--- config.mk ---
export PLATFORM = sky130hd
export DESIGN_NAME = id_ex_stage
export DESIGN_NICKNAME = d
export VERILOG_FILES = /design/src/rtl/id_ex_stage.sv
export SDC_FILE = /design/constraint.sdc
export NUM_CORES = 1
export LEC_CHECK = 0
export ABC_AREA = 1
export CAP_MARGIN = 15
export CELL_PAD_IN_SITES_DETAIL_PLACEMENT = 2
export CELL_PAD_IN_SITES_GLOBAL_PLACEMENT = 2
export CORE_ASPECT_RATIO = 0.9
export CORE_UTILIZATION = 23
export CTS_BUF_LIST = sky130_fd_sc_hd__clkbuf_8
export DETAILED_ROUTE_END_ITERATION = 16
export GPL_TIMING_DRIVEN = 0
export PLACE_DENSITY = 0.95
export SYNTH_ARGS = -nofsm -noshare
export SYNTH_HDL_FRONTEND = slang
export SYNTH_SLANG_ARGS = --single-unit
export TNS_END_PERCENT = 50
--- constraint.sdc ---
create_clock -name clk -period 3.7 [get_ports clk]
set_input_delay 0.74 -clock clk [delete_from_list [all_inputs] [get_ports clk]]
set_output_delay 0.74 -clock clk [all_outputs]
set_load 0.01 [all_outputs]
--- src/rtl/id_ex_stage.sv ---
// ID/EX pipeline stage: main-control decode, ID/EX register, load-use hazard detection, hold and flush.
// Optional bubble counter output enabled by defining IDEX_BUBBLE_CNT_EN.
module id_ex_stage #(
  parameter int DW = 32
) (
  input  logic          clk,
  input  logic          reset,
  input  logic          id_valid,
  input  logic [31:0]   id_instr,
  input  logic [DW-1:0] id_pc4,
  input  logic [DW-1:0] id_rs_data,
  input  logic [DW-1:0] id_rt_data,
  input  logic          stall,
  input  logic          flush,
  output logic          hz_stall,
  output logic          ex_valid,
  output logic [1:0]    ex_aluop,
  output logic [5:0]    ex_func,
  output logic          ex_regdst,
  output logic          ex_alusrc,
  output logic          ex_memread,
  output logic          ex_memwrite,
  output logic          ex_regwrite,
  output logic          ex_memtoreg,
  output logic          ex_branch,
  output logic          ex_illegal,
  output logic [4:0]    ex_rs,
  output logic [4:0]    ex_rt,
  output logic [4:0]    ex_rd,
  output logic [DW-1:0] ex_rs_data,
  output logic [DW-1:0] ex_rt_data,
  output logic [DW-1:0] ex_imm,
  output logic [DW-1:0] ex_pc4
`ifdef IDEX_BUBBLE_CNT_EN
  ,
  output logic [15:0]   bubble_cnt
`endif
);

  localparam logic [5:0] OP_RTYPE = 6'b000000;
  localparam logic [5:0] OP_LW    = 6'b100011;
  localparam logic [5:0] OP_SW    = 6'b101011;
  localparam logic [5:0] OP_BEQ   = 6'b000100;
  localparam logic [5:0] OP_ADDI  = 6'b001000;

  logic [5:0]    opcode;
  logic [4:0]    id_rs;
  logic [4:0]    id_rt;
  logic [1:0]    dec_aluop;
  logic [6:0]    dec_ctrl;
  logic          dec_illegal;
  logic          uses_rt;
  logic          hz_raw;
  logic          load_bubble;
  logic [6:0]    ex_ctrl;
  logic [DW-1:0] id_imm;

  assign opcode = id_instr[31:26];
  assign id_rs  = id_instr[25:21];
  assign id_rt  = id_instr[20:16];
  assign id_imm = {{(DW-16){id_instr[15]}}, id_instr[15:0]};

  // Control vector order: regdst, alusrc, memread, memwrite, regwrite, memtoreg, branch
  always_comb begin
    dec_aluop   = 2'b00;
    dec_ctrl    = 7'b0000000;
    dec_illegal = 1'b0;
    uses_rt     = 1'b0;
    case (opcode)
      OP_RTYPE: begin dec_aluop = 2'b10; dec_ctrl = 7'b1000100; uses_rt = 1'b1; end
      OP_LW:    begin dec_aluop = 2'b00; dec_ctrl = 7'b0110110; end
      OP_SW:    begin dec_aluop = 2'b00; dec_ctrl = 7'b0101000; uses_rt = 1'b1; end
      OP_BEQ:   begin dec_aluop = 2'b01; dec_ctrl = 7'b0000001; uses_rt = 1'b1; end
      OP_ADDI:  begin dec_aluop = 2'b00; dec_ctrl = 7'b0100100; end
      default:  dec_illegal = 1'b1;
    endcase
  end

  // rt is only a source operand for R-type, sw and beq; for lw/addi it is the destination
  assign hz_raw = ex_valid & ex_memread & id_valid & (ex_rt != 5'd0) &
                  ((ex_rt == id_rs) | (uses_rt & (ex_rt == id_rt)));
  assign hz_stall    = hz_raw & ~stall & ~reset;
  assign load_bubble = flush | hz_stall | ~id_valid;

  assign {ex_regdst, ex_alusrc, ex_memread, ex_memwrite,
          ex_regwrite, ex_memtoreg, ex_branch} = ex_ctrl;

  // Flush overrides the external hold; otherwise stall freezes the register
  always_ff @(posedge clk) begin
    if (reset || ((flush || !stall) && load_bubble)) begin
      ex_valid   <= 1'b0;
      ex_aluop   <= 2'b00;
      ex_func    <= '0;
      ex_ctrl    <= '0;
      ex_illegal <= 1'b0;
      ex_rs      <= '0;
      ex_rt      <= '0;
      ex_rd      <= '0;
      ex_rs_data <= '0;
      ex_rt_data <= '0;
      ex_imm     <= '0;
      ex_pc4     <= '0;
    end else if (!stall) begin
      ex_valid   <= 1'b1;
      ex_aluop   <= dec_aluop;
      ex_func    <= id_instr[5:0];
      ex_ctrl    <= dec_ctrl;
      ex_illegal <= dec_illegal;
      ex_rs      <= id_rs;
      ex_rt      <= id_rt;
      ex_rd      <= id_instr[15:11];
      ex_rs_data <= id_rs_data;
      ex_rt_data <= id_rt_data;
      ex_imm     <= id_imm;
      ex_pc4     <= id_pc4;
    end
  end

`ifdef IDEX_BUBBLE_CNT_EN
  // Counts only hazard- and flush-induced bubbles, not idle (invalid) slots
  always_ff @(posedge clk) begin
    if (reset)
      bubble_cnt <= '0;
    else if (flush || hz_stall)
      bubble_cnt <= bubble_cnt + 16'd1;
  end
`endif

endmodule

# Word-level counts from Yosys, hierarchy flattened
# Index checks and enable logic that the tools add are counted.
[op_classes]
addsub = 0
multipliers = 0
div = 0
order_cmp = 0
eq_ne = 6
shifts = 0
mux = 4
bitwise = 13
reduce_logical = 8
[op_table]
columns = ["cell", "n"]
rows = [
  ["case mux 7 bit (5 select lines)", 1],
  ["equality test 6 bit, second input constant", 2],
  ["equality test 5 bit", 2],
  ["AND 1 bit", 7],
  ["equality test 6 x 3 -> 1 bit, second input constant", 1],
  ["equality test 6 x 4 -> 1 bit, second input constant", 1],
  ["logical NOT 6 bit", 1],
  ["nonzero test 5 bit", 1],
  ["OR reduction 5 bit", 1],
  ["case mux 2 bit (2 select lines)", 1],
  ["NOT 1 bit", 3],
  ["bitwise OR 1 bit", 3],
  ["OR reduction 3 bit", 1],
  ["logical OR 1 bit", 2],
  ["two-way mux 1 bit", 2],
  ["logical AND 1 bit", 1],
  ["logical NOT 1 bit", 1],
]
[word_totals]
ff_bits = 144
latchBits = 0
ram_bits = 0
romBits = 0
in_bits = 133
out_inout_bits = 161
wordCells = 43
n_memories = 0

# Depth between registers and ports, before layout
[logic_depth]
depth_word = 12
depth_mapped = 13
ltp_nobuf = 11

# Least setup slack after synthesis
# No wires, ideal clock.
[synth_timing]
path_type = "input to output"
startpoint = "input port id_instr[26]"
endpoint = "output port hz_stall"
arrival_time_ps = 1380
t_required_ps = 2960
slack_ps = 1580
cell_stages = 7
path_buffers = 0
path_cell_list = "nor2_1 > nand3_1 > nand2_1 > nand2_1 > o21ai_1 > nand2_1 > inv_1"
[synth_via]
elab_chain_len = 8
elab_cells_between_ends = 10
cone_classes = "eq/ne: 2; mux: 1; bitwise: 5; reduce/logical: 2"
[synth_rtl]
columns = ["element", "line_no", "source"]
rows = [
  ["from (decl)", "9", "input logic [31:0] id_instr,"],
  ["equality test 6 x 3 -> 1 bit, or another cell as far along", "69", "case (opcode)"],
  ["OR reduction 3 bit (no source line) (*)", "-", ""],
  ["two-way mux 1 bit (*)", "69", ""],
  ["AND 1 bit (*)", "81", "((ex_rt == id_rs) | (uses_rt & (ex_rt == id_rt)));"],
  ["bitwise OR 1 bit (*)", "81", ""],
  ["AND 1 bit (*)", "80", "assign hz_raw = ex_valid & ex_memread & id_valid & (ex_rt != 5'd0) &"],
  ["AND 1 bit (*) (2 in a row)", "82", "assign hz_stall = hz_raw & ~stall & ~reset;"],
  ["to (decl)", "15", "output logic hz_stall,"],
]
# Mark *: on every way between the ends. The rest lies on a longest branch, timed or not.

# Final worst setup path
[layout_timing]
startpoint = "input port id_instr[29]"
endpoint = "output port hz_stall"
# Same word-level chain as after synthesis.

==> results.md <==
- Status: complete, no violations
- Crit Path Category: in2out
- Clk_skew: 16.36 ps
- Share of layout cells above drive strength 1: 12.01%
- Max VDD drop: 0.0001873 V
- Total CTS buffers: 17
- Placed standard-cell area: 8454 µm²
- Synthesized area: 5167 µm²
- Worst-Margin Slew: 830.0 ps
- Initial Util: 23.68%
- P_int: 2.377 mW
- Root buf cell: clkbuf_8
- Cell mode on critical path: nand2_1
- Sw Pwr: 0.8295 mW
- Post-layout instance area: 8845 µm²
- Crit-path max cell delay: 550 ps
- Io pins: 294
- YS warnings: 0
- First-pass GRT wire length: 30600 µm
- Die H: 144.2 µm
- Setup TNS: 0 ps
- CP top delay family: buffers and inverters
- TritonCTS clock tree: yes
- Post-DR vias/cell: 4.227
- Die area: 23070 µm²
- Synthesized flop and latch total: 131
- Sequential fraction of the synthesis area: 50.75%
- Placed cell count: 1110
- Clock share of power: 38.5%
- Clock transition at the registers of the reported paths: 70 ps
- Worst Path Arrival: 2580 ps
- Leakage power: 3.668 nW
- Leading cell types in the layout, fill and taps excluded: clkdlybuf4s50_1 (292), dfxtp_1 (131), nor2_1 (126)
- Post-CTS Setup Repair Bufs: 0
- Worst path required time: 2960 ps
- Mux cell area share after synthesis: 22.66%
- Final Critical Period: 3322 ps
- Fmax: 0.3010 GHz
- Synth Area in Simple Gates: 14.84%
- Commonest non-fill, non-tap cell in the layout: clkdlybuf4s50_1
- Netlist cell types: 23
- Mean Syn Cell Area: 9.805 µm²
- Final Max Tran Viols: 0
- XOR/XNOR share of the synthesized area: 1.017%
- Final period util: 89.79%
- Clock Sinks: 131
- Total gr overflow: 0
- Final setup fails: 0
- Filler cells: 2386
- Wire per inst: 17.69 µm
- R2R Setup Slk: 1780 ps
- Post-CTS Hold Buffers: 0
- Post-Syn Instances: 527
- Clock Latency Late Sink: 440 ps
- Drt pass-1 iters: 4
- Drt drc: 0
- Clock Tree Buf Depth: 2
- Global Route Usage Sum: 17.56%
- Area delta synth->final: 71.16%
- Die Wd: 160 µm
- Net count after synthesis: 660
- Inserted Diodes: 0
- Hold Vio Cnt, Final: 0
- Slowest cell on crit path: clkdlybuf4s50_1
- Hold WC Path Type: reg2reg
- Relative slew margins: 44.66%
- Crit path cell chain: clkdlybuf4s50_1 -> inv_1 -> nor2_1 -> nand3_1 -> nand2_1 -> nand2_1 -> o21ai_1 -> nand2_1 -> inv_1 -> clkdlybuf4s50_1
- Antenna viol nets, final: 0
- DR iter-0 viols: 70
- Port bufs: 292
- Final std cells w/o fill: 1140
- Vias: 4819
- Endpoint type of the worst setup path: output pin
- Net Sw Frac: 25.87%
- Vias in the first global route: 5443
- Antenna violations before repair: 0
- Largest family of logic cells by synthesized area: multiplexers
- RSZ-0062 raised after global routing: no
- Crit Path Max Fanout: 3
- PwrDens: 362.6 nW/µm²
- H-tree Lvls: 4
- Critical path buffers and inverters: 4
- Net count reported at finish: 971
- Comb pwr share: 15.6%
- Seq pwr share: 46.0%
- Area of the multi-input gates: 2067 µm²
- Adder-cell share of the synthesized area: 0%
- Core area: 21820 µm²
- Rows: 51
- Largest net degree at the start of global routing: 20
- Sequential cell area: 2623 µm²
- GP Congestion: 0.7573
- Synth Area in Compound Gates: 1.477%
- Max-Cap Viols: 0
- HPWL Detailed: 16030 µm
- Final wirelength: 20170 µm
- Gates resized, CTS repair: 0
- Crit start category: input pin
-- synth_stat cells, drive strengths merged --
cell    count  area [µm²]
nand4       1       6.260
xnor2       2       17.52
o21ai       9       45.04
nor2      146       598.1
or2         1       6.260
nand2      29       111.4
nand3       8       40.04
xor2        4       35.03
buf        46       380.4
mux2i     117        1171
nor3        1       5.000
inv        13       48.79
a21oi       5       25.02
dfxtp     131        2623
clkbuf     13       48.80
a31oi       1       6.260
-- flip-flops by register name (all words and copies together) (netlist names) --
register / count
ex_aluop: 2
ex_ctrl: 5
ex_func: 5
ex_illegal: 1
ex_imm: 6
ex_pc4: 32
ex_rd: 5
ex_rs: 5
ex_rs_data: 32
ex_rt: 5
ex_rt_data: 32
ex_valid: 1
-- worst reg2reg max path, stage by stage (launching register included) --
cell     delay, ps
dfxtp_1        460
inv_2           70
nand2_1         60
nand2_1         60
nor2_1         100
nand2_1         80
o21ai_1        140
nand2_1        100
nand2_1         70
nand2_1         60
nand2_2        130
buf_8          210
buf_6          210
nor2_2          50
-- power by group through the flow --
stage          clock, mW  sequential (mW)  combinational, mW
6_report            1.23             1.47              0.499
5_1_grt             1.35             1.48              0.538
4_1_cts             1.29             1.48              0.509
3_5_place_dp           0             1.51              0.505
2_1_floorplan          0             1.52              0.190
3_3_place_gp           0             1.50              0.485
-- layer usage --
metal / track usage [%] / wire [µm] / up-vias
met1: 18.19 / 7800 / 2316
li1: - / - / 2302
met3: 6.338 / 1338 / 24
met5: 0 / 0 / -
met2: 33.11 / 10680 / 177
met4: 5.414 / 349 / 0
-- cell families (layout without fill, tap and decap cells) --
family,count (synthesis),after routing
AND/OR/NAND/NOR,186,186
flip-flops,131,131
multiplexers,117,117
buffers and inverters,72,394
AO/OA/AOI/OAI,15,15
XOR/XNOR,6,6
-- layout make-up --
cell class / instances / area share [%]
clock inverter: 11 / 1.457
timing repair buffer: 292 / 33.05
sequential: 131 / 29.65
multi-input combinational: 324 / 23.37
clock buffer: 19 / 2.957
tap: 291 / 4.117
buffer: 59 / 4.852
inverter: 13 / 0.5517
-- worst paths after layout --
check                                   start             end  cells after the start
worst max-delay path             id_instr[29]        hz_stall                     10
worst min-delay path            ex_rs_data[1]   ex_rs_data[1]                      2
worst max register to register       ex_rt[0]  ex_rt_data[18]                     13
worst min register to register  ex_rs_data[1]   ex_rs_data[1]                      2
-- per-stage QoR --
stage | hold WS (ps) | util, % | total power, mW | setup WS [ps]
after floorplan | 523.4 | - | 1.711 | 1580
after global placement | 486.1 | 38.74 | 1.988 | 447.1
after detailed placement | 502.9 | 38.74 | 2.013 | 358.0
after CTS | 521.2 | 40.53 | 3.271 | 358.0
after global routing | 554.9 | 40.53 | 3.369 | 247.6
final | 515.7 | 40.53 | 3.207 | 377.6
Note: power is estimated with default switching activity, not from simulation.
